## config.mk

```make
export PLATFORM = sky130hd
export DESIGN_NAME = boxcar_avg_filter
export DESIGN_NICKNAME = d
export VERILOG_FILES = /design/src/rtl/boxcar_avg_filter.sv
export SDC_FILE = /design/constraint.sdc
export NUM_CORES = 1
export LEC_CHECK = 0
export CAP_MARGIN = 0
export CORE_MARGIN = 2
export CORE_UTILIZATION = 55
export CTS_BUF_LIST = sky130_fd_sc_hd__clkbuf_4
export CTS_CLUSTER_SIZE = 14
export DETAILED_ROUTE_END_ITERATION = 6
export HOLD_SLACK_MARGIN = 0.15
export PLACE_DENSITY = 0.79
export SETUP_SLACK_MARGIN = 0.05
export SYNTH_ARGS = -nofsm -noshare
export SYNTH_HDL_FRONTEND = slang
export SYNTH_SLANG_ARGS = --single-unit
```

## constraint.sdc

```tcl
create_clock -name i_clk -period 4.3 [get_ports i_clk]
set_input_delay 0.645 -clock i_clk [delete_from_list [all_inputs] [get_ports i_clk]]
set_output_delay 0.645 -clock i_clk [all_outputs]
set_load 0.05 [all_outputs]
```

## src/rtl/boxcar_avg_filter.sv

```systemverilog
`default_nettype none
// +----------------------------------------------------------------------------+
// | boxcar_avg_filter: running mean over the last 2^LOG2_WIN accepted samples  |
// | Rev 1.0 - initial release                                                  |
// +----------------------------------------------------------------------------+
module boxcar_avg_filter #(
    parameter int DATA_WIDTH = 14,
    parameter int LOG2_WIN   = 4
) (
    input  logic                  i_clk,
    input  logic                  i_rst_n,
    input  logic                  i_valid,
    input  logic [DATA_WIDTH-1:0] i_data,
    input  logic                  i_clr,
    output logic [DATA_WIDTH-1:0] o_data,
    output logic                  o_valid,
    output logic                  o_primed
);

    localparam int ACC_W = DATA_WIDTH + LOG2_WIN;
    localparam int c_N   = 1 << LOG2_WIN;
    localparam logic [LOG2_WIN:0] c_FILL_FULL = (LOG2_WIN + 1)'(c_N);
    localparam logic [LOG2_WIN:0] c_FILL_LAST = (LOG2_WIN + 1)'(c_N - 1);

    logic [DATA_WIDTH-1:0] r_buf [0:c_N-1];
    logic [LOG2_WIN-1:0]   r_wr_ptr;
    logic [LOG2_WIN:0]     r_fill_cnt;
    logic [ACC_W-1:0]      r_acc;

    logic                  w_full;
    logic                  w_accept;
    logic [DATA_WIDTH-1:0] w_oldest;
    logic [ACC_W-1:0]      w_in_ext;
    logic [ACC_W-1:0]      w_old_ext;
    logic [ACC_W-1:0]      w_next_sum;

    assign w_full     = (r_fill_cnt == c_FILL_FULL);
    assign w_accept   = i_rst_n & ~i_clr & i_valid;
    // Until the window has filled, the buffer holds stale words; treat them as zero.
    assign w_oldest   = w_full ? r_buf[r_wr_ptr] : '0;
    assign w_in_ext   = {{LOG2_WIN{i_data[DATA_WIDTH-1]}}, i_data};
    assign w_old_ext  = {{LOG2_WIN{w_oldest[DATA_WIDTH-1]}}, w_oldest};
    assign w_next_sum = r_acc + w_in_ext - w_old_ext;

    always_ff @(posedge i_clk) begin
        if (w_accept) begin
            r_buf[r_wr_ptr] <= i_data;
        end
    end

    always_ff @(posedge i_clk) begin
        if (!i_rst_n || i_clr) begin
            r_acc      <= '0;
            r_wr_ptr   <= '0;
            r_fill_cnt <= '0;
            o_data     <= '0;
            o_valid    <= 1'b0;
            o_primed   <= 1'b0;
        end else if (i_valid) begin
            r_acc    <= w_next_sum;
            r_wr_ptr <= r_wr_ptr + 1'b1;
            if (!w_full) begin
                r_fill_cnt <= r_fill_cnt + 1'b1;
            end
            o_primed <= w_full || (r_fill_cnt == c_FILL_LAST);
            // Taking the top DATA_WIDTH bits is an arithmetic shift right by LOG2_WIN.
            o_data   <= w_next_sum[ACC_W-1:LOG2_WIN];
            o_valid  <= 1'b1;
        end else begin
            o_valid <= 1'b0;
        end
    end

endmodule
`default_nettype wire
```

==> impl_metrics.tcl <==
set metrics [dict create \
    synth_compound_area_share_pct 3.94 \
    yosys_warnings 0 \
    synth-xor-area-share_pct 1.38 \
    std_cell_rows 52 \
    grt_max_degree 42 \
    setup-violations-final 0 \
    synth_top_family_by_area "multiplexers" \
    cp_max_fo 7 \
    design_area_um2 13300 \
    synth_most_common_cell "edfxtp_1" \
    clock-sinks 257 \
    p_leak_nw 4.61 \
    synth-simple-area-share_pct 5.36 \
    yosysTopAreaCellShare_pct 58.8 \
    powerDensity_nw_per_um2 399 \
    syn_nets 759 \
    place_congestion 0.883 \
    grt-ovfl-total 0 \
    ys.flop_type "edfxtp_1" \
    clockBufferDepth 3 \
    via_count 6538 \
    synth.mux.area_fraction_pct 14.4 \
    ios 34 \
    yosys.cell_types.count 49 \
    final_util_pct 65.3 \
    min_period_ns 4.18 \
    io_buffer_count 33 \
    synth_seq_cells 257 \
    drive_gt1_share_pct 28.5 \
    worstPathArrival_ns 4.74 \
    area_delta_synth_final_pct 16.0 \
    relSlewSlack_pct 40.2 \
    synth.area.top_cells "edfxtp_1 (59%), mux4_2 (14%), dfxtp_1 (5.8%)" \
    slew_violations 0 \
    first_iter_violations 554 \
    fillCellCount 1359 \
    fin_crit_sh_pct 97.2 \
    dpl_worst_slack_ns -0.0165 \
    cts.clk_slew.worst_paths_ns 0.07 \
    start_util_pct 56.3 \
    postPlaceCellArea_um2 12300 \
    drt_first_pass_iters 5 \
    timing.hold.ws_ns 0.488 \
    viasPerCell 5.79 \
    syn_inst 699 \
    avgSynthCellArea_um2 16.4 \
    layout.nets 869 \
    routed_wl_um 25100 \
    hold_viol 0 \
    track_usage_pct 23.4 \
    max_cap_violations 0 \
    fmax_ghz 0.239 \
    max-vdd-ir-drop_mv 0.162 \
    crit_path_max_incr_delay_ns 0.56 \
    postCtsHoldBufs 0 \
    insertion_delay_ns 0.68 \
    required_ns 4.86 \
    wl_per_cell_um 22.2 \
    yosys.area.top_type "edfxtp_1" \
    worstPathCellList "buf_12, mux4_2, mux4_2, nor2b_1, fa_1, inv_1, ha_1, a211oi_2, o21bai_2, o31ai_2, nand2_1, a211oi_2, xor2_1, o21ai_1" \
    start_kind "register" \
    status "finished, final reports clean" \
    synthArstFlopShare_pct 0 \
    grt_pass1_wl_um 38000 \
    synth-edff-count 224 \
    cts_tree "built" \
    first_global_vias 6840 \
    slowest_stage "fa_1" \
    ant_nets 0 \
    worst_slew_pin_slew_ns 0.893 \
    core_um2 20300 \
    yosysSeqAreaShare_pct 64.6 \
    dieArea_um2 22000 \
    setup_slack_ns 0.121 \
    synthAdderAreaFrac_pct 5.71 \
    grt_antenna_before_repair 1 \
    fin_skew_ns 0.0254 \
    crit_type "register to register" \
    yosys-top-cells-count "edfxtp_1 (224), inv_1 (72), mux4_2 (69), nor2_1 (47), dfxtp_1 (33)" \
    hp-class "register to register" \
    place_hpwl_um 16200 \
    htreeDepth 2 \
    report.power.total_w 0.00529 \
    drc 0 \
    crit_path_end_kind "register" \
    die_w_um 148 \
    cts_buffers 60 \
    chipHeight_um 148 \
    synth_area_um2 11400 \
    rsz0062_at_grt "true" \
    root_buffer "clkbuf_4" \
]
-- critical path, delay by kind of cell, from the launching register on --
kind / cells / cell delay (ns)
AND/OR/NAND/NOR: 2 / 0.32
AO/OA/AOI/OAI: 5 / 1.10
multiplexers: 2 / 0.96
buffers and inverters: 2 / 0.22
adder cells (fa/ha/maj): 2 / 0.88
XOR/XNOR: 1 / 0.17
flip-flops: 1 / 0.43
-- layer usage --
layer / GRT usage [%] / up-vias / share of wire [%] / wire, µm
met4: 9.29 / 0 / 2.7 / 681
met5: 0 / - / 0 / 0
met3: 5.49 / 55 / 8.5 / 2120
li1: - / 2902 / - / -
met1: 30.5 / 3252 / 38 / 9630
met2: 38.7 / 329 / 50 / 12600
-- cell type report --
type                    count  area (µm²)  share of cell area [%]
flip-flops and latches    257        7390                    55.8
multi-input cells         328        3620                    27.3
repair buffers             90         866                    6.53
clock buffers              82         616                    4.64
well taps                 270         338                    2.55
inverters                  72         270                    2.04
clock inverters            30         159                    1.20
diodes                      1        2.50                  0.0189
-- kinds of logic after synthesis --
group | Yosys count
DFF | 257
and+or+nand+nor | 124
buffers and inverters | 114
muxes | 78
AOI/OAI and AO/OA | 66
adders and majority gates | 42
xor gates and xnor gates | 18
-- timing repair --
item                                    in CTS  in global routing
gates cloned                                 1                  0
endpoints found under the setup margin       2                  7
buffers inserted                             0                  4
pin swaps                                    0                  3
gates resized for setup                      2                 18
-- report_power, final --
| part | switching, W | internal [W] |
|---|---|---|
| Sequential | 0.0000153 | 0.00273 |
| Clock | 0.000929 | 0.000960 |
| Combinational | 0.000372 | 0.000287 |
-- worst paths after layout --
kind,startpoint,endpoint,slack (ns),cells after the start
max,register,o_data[9],0.12,14
min,r_acc[1],r_acc[1],0.49,2
max reg2reg,register,o_data[9],0.12,14
min reg2reg,r_acc[1],r_acc[1],0.49,2
-- layout by cell type (no fill, tap or decap), types with 13 or more instances in the layout --
cell type        instances
edfxtp_1               224
clkbuf_4                82
inv_1                   72
mux4_2                  69
buf_4                   50
nor2_1                  47
clkdlybuf4s50_1         33
dfxtp_1                 31
ha_1                    22
nand2_1                 19
fa_1                    17
nor2b_1                 15
clkinv_1                14
clkinv_2                13
-- sequential cells by signal, summed over array words and instances, names as in the netlist, named ones only --
register and cells:
r_fill_cnt 5, r_wr_ptr 4, o_data 14, o_valid 1, r_buf 224, o_primed 1
r_acc 4
-- per-stage QoR --
stage	TNS, ns	std cells
finish	0	1130
global route	-0.00281	1129
CTS	0	1125
detailed placement	-0.0165	1012
global placement	0	1012
floorplan	0	699
Power figures use the tool's default switching activity.
